===== config.mk =====
export PLATFORM = sky130hd
export DESIGN_NAME = vram_arbiter
export DESIGN_NICKNAME = d
export VERILOG_FILES = /design/src/rtl/vram_arbiter.sv
export SDC_FILE = /design/constraint.sdc
export NUM_CORES = 1
export LEC_CHECK = 0
export CAP_MARGIN = 30
export CORE_MARGIN = 1.5
export CORE_UTILIZATION = 41
export CTS_BUF_LIST = sky130_fd_sc_hd__clkbuf_8
export CTS_CLUSTER_SIZE = 16
export DETAILED_ROUTE_END_ITERATION = 8
export HOLD_SLACK_MARGIN = 0.08
export PLACE_DENSITY_LB_ADDON = 0.2
export REMOVE_ABC_BUFFERS = 1
export SYNTH_ARGS = -nofsm -noshare
export SYNTH_HDL_FRONTEND = slang
export SYNTH_SLANG_ARGS = --single-unit

===== constraint.sdc =====
create_clock -name clk -period 2.5 [get_ports clk]
set_input_delay 0.25 -clock clk [delete_from_list [all_inputs] [get_ports clk]]
set_output_delay 0.25 -clock clk [all_outputs]
set_load 0.01 [all_outputs]

===== src/rtl/vram_arbiter.sv =====
// vram_arbiter: shares the single-port VDP VRAM between the CPU data port and
// the render pipeline. The renderer has fixed priority. The CPU holds a one-deep
// request buffer, and a streak counter bounds how long a buffered CPU access
// can be starved.
module vram_arbiter #(
    parameter int unsigned ADDR_W   = 14,
    parameter int unsigned DATA_W   = 8,
    parameter int unsigned MAX_WAIT = 4
) (
    input  logic              clk,
    input  logic              rst,
    // CPU data port
    input  logic              cpu_req,
    input  logic              cpu_we,
    input  logic [ADDR_W-1:0] cpu_addr,
    input  logic [DATA_W-1:0] cpu_di,
    output logic              cpu_busy,
    output logic [DATA_W-1:0] cpu_do,
    output logic              cpu_do_valid,
    // Render pipeline
    input  logic              ren_req,
    input  logic [ADDR_W-1:0] ren_addr,
    output logic              ren_ack,
    output logic [DATA_W-1:0] ren_do,
    output logic              ren_valid,
    // VRAM
    output logic              vram_we,
    output logic [ADDR_W-1:0] vram_addr,
    output logic [DATA_W-1:0] vram_di,
    input  logic [DATA_W-1:0] vram_do
);

    localparam int unsigned         STREAK_W   = $clog2(MAX_WAIT + 1);
    localparam logic [STREAK_W-1:0] STREAK_MAX = STREAK_W'(MAX_WAIT);

    typedef enum logic [0:0] {StIdle, StPend} state_e;

    state_e              state_q, state_d;
    logic [STREAK_W-1:0] streak_q, streak_d;
    logic                buf_load;
    logic                buf_we_q;
    logic [ADDR_W-1:0]   buf_addr_q;
    logic [DATA_W-1:0]   buf_di_q;
    logic                cpu_gnt;
    logic                cpu_rd_q;
    logic                ren_rd_q;
    logic [DATA_W-1:0]   cpu_do_q;

    // Grant decision: the renderer wins unless it is idle or has hit the streak bound
    always_comb begin
        cpu_gnt = (state_q == StPend) && (!ren_req || (streak_q == STREAK_MAX));
        ren_ack = ren_req && !cpu_gnt;
    end

    // Next-state logic for the request buffer FSM and the renderer streak counter
    always_comb begin
        state_d  = state_q;
        streak_d = streak_q;
        buf_load = 1'b0;
        case (state_q)
            StIdle: begin
                streak_d = '0;
                if (cpu_req) begin
                    buf_load = 1'b1;
                    state_d  = StPend;
                end
            end
            StPend: begin
                if (cpu_gnt) begin
                    state_d  = StIdle;
                    streak_d = '0;
                end else if (ren_ack && (streak_q != STREAK_MAX)) begin
                    streak_d = streak_q + STREAK_W'(1);
                end
            end
            default: begin
                state_d  = StIdle;
                streak_d = '0;
            end
        endcase
    end

    // State, buffer and read-return registers; reset drops any buffered or in-flight access
    always_ff @(posedge clk) begin
        if (rst) begin
            state_q    <= StIdle;
            streak_q   <= '0;
            buf_we_q   <= 1'b0;
            buf_addr_q <= '0;
            buf_di_q   <= '0;
            cpu_rd_q   <= 1'b0;
            ren_rd_q   <= 1'b0;
            cpu_do_q   <= '0;
        end else begin
            state_q  <= state_d;
            streak_q <= streak_d;
            if (buf_load) begin
                buf_we_q   <= cpu_we;
                buf_addr_q <= cpu_addr;
                buf_di_q   <= cpu_di;
            end
            cpu_rd_q <= cpu_gnt && !buf_we_q;
            ren_rd_q <= ren_ack;
            // Capture the returning CPU read so cpu_do holds it until the next one
            if (cpu_rd_q) begin
                cpu_do_q <= vram_do;
            end
        end
    end

    // VRAM drive for the current grant; bus parks at zero when nobody is granted
    always_comb begin
        vram_we   = 1'b0;
        vram_addr = '0;
        vram_di   = '0;
        if (cpu_gnt) begin
            vram_we   = buf_we_q;
            vram_addr = buf_addr_q;
            vram_di   = buf_di_q;
        end else if (ren_ack) begin
            vram_addr = ren_addr;
        end
    end

    // Port outputs; cpu_do forwards VRAM data in the return cycle, then holds the latch
    always_comb begin
        cpu_busy     = (state_q == StPend);
        cpu_do_valid = cpu_rd_q;
        cpu_do       = cpu_rd_q ? vram_do : cpu_do_q;
        ren_do       = vram_do;
        ren_valid    = ren_rd_q;
    end

    // Only one requester may own the VRAM in a given cycle
    a_one_owner: assert property (@(posedge clk) disable iff (rst) !(cpu_gnt && ren_ack));

    // The starvation counter never passes its bound
    a_streak_bound: assert property (@(posedge clk) disable iff (rst) streak_q <= STREAK_MAX);

endmodule


Word-level counts from Yosys, hierarchy flattened
Cells that the tools add are included.

operators by class
  add/sub/neg operators = 1
  multiply operators = 0
  div/mod/pow operators = 0
  magnitude comparators = 0
  equality and inequality tests = 3
  shift-type cells = 0
  muxes and demuxes = 12
  bitwise logic cells = 1
  reductions and logical operators = 8

operators by type and width
  cell                                                    number
  2-to-1 mux 14 bit                                       2
  2-to-1 mux 8 bit                                        2
  2-to-1 mux 3 bit                                        2
  case mux 3 bit (2 select lines)                         1
  logical AND 1 bit                                       4
  2-to-1 mux 1 bit                                        4
  adder 3 x 1 -> 3 bit (second input constant)            1
  == test 3 bit (second input constant)                   1
  zero test 1 bit                                         3
  inequality test 3 x 1 -> 1 bit (second input constant)  1
  inequality test 3 bit (second input constant)           1
  case mux 1 bit (2 select lines)                         1
  logical OR 1 bit                                        1
  NOT 1 bit                                               1

word-level totals
  register bits after elaboration = 37
  bits in latches = 0
  bits in writable memories = 0
  memory bits (read-only) = 0
  input bits = 49
  word-level logic and storage cells = 33
  memories = 0

Logic depth before layout (Yosys ltp)
  depth after elaboration = 9
  gate-level depth with buffers = 6
  gate-level depth less buffers = 5

Least setup slack after synthesis
OpenSTA, ideal clock, no wires.

  path type = register -> output
  start point = reg streak_q[0]
  end point = out vram_addr[2]
  arrival = 1.266 ns
  data required time = 2.250 ns
  path slack = 0.984 ns
  cell stages (with the launch flop) = 7
  path buffers = 1
  path through = dfxtp_1 -> inv_1 -> ha_1 -> a21boi_2 -> nor2b_4 -> buf_6 -> a22o_2

on the way
  cells in the longest elaborated chain, start to end = 7

RTL lines
  element                 line  text
  from (decl)             39    logic [STREAK_W-1:0] streak_q, streak_d;
  from (signal assigned)  96    streak_q <= streak_d;
  == test 3 bit (*)       51    cpu_gnt = (state_q == StPend) && (!ren_req || (streak_q == STREAK_MAX));
  logical OR 1 bit (*)    51
  logical AND 1 bit (*)   51
  zero test 1 bit         52    ren_ack = ren_req && !cpu_gnt;
  logical AND 1 bit       52
  2-to-1 mux 14 bit       120   end else if (ren_ack) begin
  2-to-1 mux 14 bit (*)   116   if (cpu_gnt) begin
  to (decl)               28    output logic [ADDR_W-1:0] vram_addr,

Every way passes the cells marked *; elsewhere a longest branch is shown, timed or not.

Worst setup path after layout
  start point = reg streak_q[0]
  end point = out vram_addr[1]

The elaborated chain is that of the path after synthesis.

==> results.md <==
- Post-DRT Antenna Nets: 0
- Worst R2R Start: streak_q[0]
- Hold path startpoint: buf_we_q
- Syn Std Cell Area: 1670 sq um
- # diodes: 0
- Cell Pwr Density: roughly 480 nW/um^2
- # fillers: 365
- Synth Warn #: 0
- Initial Util: 0.421
- Setup WS pre-CTS: 0.202 ns
- Post-synth top cells: nand2_1 (47), dfxtp_1 (37), a21oi_1 (24), a22o_1 (11)
- Post-synth EDFFs: 0
- Slew Limit Fails: 0
- Switching Share: 0.237
- M1 WL: 1700 um
- Core region area: around 4000 sq um
- Setup CP Type: reg2out
- Leak: roughly 1.0 nW
- Seq. cell area: roughly 740 sq um
- Period minus WS final: 2.33 ns
- Hold_ws: ~0.45 ns
- Largest stage delay, worst path: between 0.5 and 0.6 ns
- Final hold violations: 0
- Post-synthesis sequential area ratio: 0.443
- Root Buffer: clkbuf_8
- Die height: approximately 67 um
- Reg2Reg Setup Slack: 1.12 ns
- Count of cell types in the netlist: 24
- Number of vias per cell: 4.74
- Max Fanout on Critical Path: 10
- GPL Wtd Cong: 0.694
- Final Skew: around 0.0047 ns
- Post-route cell area: approximately 2600 sq um
- Hold WC Path Type: reg2reg
- Vias in the first global route: approximately 1.4k
- Clock Tree Buf Depth: 2
- Mapped Cells: 187
- Pin count of the biggest net entering global routing: 25
- First-pass GRT wire length: 6040 um
- Top cells by area, synth: dfxtp_1 (44%), nand2_1 (11%), a21oi_1 (7.2%)
- Clock power share: 0.293
- Yosys top cell area share: 0.443
- CP Cell Sequence: inv_1, ha_2, a21boi_2, nor2b_4, buf_4, a22o_1, clkdlybuf4s50_1
- Register-to-Register Path Depth: 6
- Slew of the pin with the lowest slew margin: approximately 0.46 ns
- Fmax: 428 MHz
- Hold_buf cts: 0
- #FFs+latches synth: 37
- Metal2 WL: 1880 um
- Worst EP required: 2.25 ns
- Top layer reached by signal wires: met4
- Area of the multi-input gates: between 700 and 800 sq um
- Fin cells: 322
- Rel. slew slack: 0.691
- CP Launch Type: register
- Die X: 66.9 um
- Antenna violations before repair: 0
- Seq pwr share: 0.500
- Initial DRC count: 48
- Total clock sinks: 37
- Gr usage total: 0.180
- Final setup TNS: 0 ns
- DIE AREA: roughly 4500 sq um
- Most frequent cell after synthesis: nand2_1
- DRT Wirelength: 3930 um
- Site Rows: 23
- Worst setup margin: 0.166 ns
- H-tree Lvls: 2
- Pint: 0.000966 W
- Worst IR Drop VDD: ~0.32 mV
- Stages on worst setup path: 7
- Run status: complete, no violations
- Pre-antenna DRT Iters: 4
- Clk_lat worst skew: around 0.28 ns
- Yosys top cell by area: dfxtp_1
- Slowest CP cell: clkdlybuf4s50_1
- Area Growth Syn to Fin: 57.7%
- Sw Pwr: between 0.0003 and 0.0004 W
- Ys flop type: dfxtp_1
- Layout cells sized above 1: 0.107
- Post-synth ARST share: 0
- RSZ-0062 raised after global routing: false
- Placed insts: 312
- Detailed-route via count: 1,526
- WL met3: around 310 um
- # DRC: 0
- Tcrit/Tclk final: 0.933
- Post-DP Area: 2530 sq um
- CP delay by family, top: buffers and inverters
- Avg Cell Area, Syn: 8.95 sq um
- CTS clk-pin slew, worst paths: approximately 0.060 ns
- Crit path from: streak_q[0]
- Final setup vio count: 0
- WL per Instance: roughly 12 um
- CTS tree: done
- # port buffers: just over 90
- Fin nets: 322
- Worst Path Buf+Inv: 3
- Num CTS Buffers: 5
- Ports: 92
- Kind of end point of the critical path: output port
- Hold path cells: 1
- DP Wirelength: 2810 um
- Critical path data arrival time: 2.08 ns
- Max Cap Viol: 0
- Grt total ovfl: 0
- Combinational power share: 0.207
==> cell usage in the layout, fill, tap and decap left out, types with 2 or more instances in the layout <==
cell             instances
a2111oi_0                2
a22o_1                  11
a21oi_1                 24
clkbuf_8                 5
mux2_2                   8
nor2b_1                  9
dfxtp_1                 37
clkdlybuf4s50_1         91
nand2_1                 47
a22o_2                   3
inv_1                    7
and2_1                   9
nor2_1                   2
buf_4                    6
==> stage by stage <==
step                      power [W]   util
after detailed placement   0.000905  0.637
after global placement     0.000900  0.637
after CTS                   0.00128  0.657
final                       0.00127  0.664
after floorplan            0.000732      -
after global routing        0.00133  0.664
==> cells by family (layout without fill, tap and decap cells) <==
logic type,Yosys count,in the layout,share of synthesized area
AND/OR/NAND/NOR,72,72,0.202
AO/OA/AOI/OAI,42,42,0.177
flip-flops,37,37,0.443
buffers and inverters,25,110,0.103
multiplexers,9,9,0.0598
adder cells (fa/ha/maj),2,2,0.0150
==> state kept, by name, indices dropped and copies added, names as in the netlist <==
register      count
cpu_busy          1
buf_addr_q       14
buf_we_q          1
cpu_do_q          8
streak_q          3
buf_di_q          8
cpu_do_valid      1
ren_valid         1
==> per-layer routing <==
metal,up-vias,GRT usage
li1,782,-
met1,686,0.217
met2,54,0.300
met3,4,0.0490
met4,0,0.0765
met5,-,0
==> worst paths after layout <==
path / endpoint
worst min register to register: cpu_do_valid
worst max-delay path: vram_addr[1]
worst min-delay path: cpu_do_valid
worst max register to register: cpu_do_valid
==> cell type report <==
| cell class | count | area share |
|---|---|---|
| Clock buffer | 5 | 0.0261 |
| Clock inverter | 3 | 0.00427 |
| Timing Repair Buffer | 98 | 0.370 |
| Tap cell | 50 | 0.0237 |
| Sequential cell | 37 | 0.281 |
| Inverter | 4 | 0.00569 |
| Multi-Input combinational cell | 125 | 0.290 |
==> power by group through the flow <==
stage	Clock [W]	Combinational (W)	Sequential, W
after floorplan	0	0.0000880	0.000644
after detailed placement	0	0.000258	0.000647
final	0.000371	0.000263	0.000633
after global routing	0.000410	0.000285	0.000636
after CTS	0.000383	0.000260	0.000633
after global placement	0	0.000255	0.000646
==> what timing repair did <==
action | 4_1_cts | 5_1_grt
pin swaps | 1 | 1
setup buffers | 0 | 2
endpoints found under the setup margin | 1 | 20
gates resized for setup | 0 | 1
hold endpoints to repair | 0 | 0
Note: power is estimated with default switching activity, not from simulation.
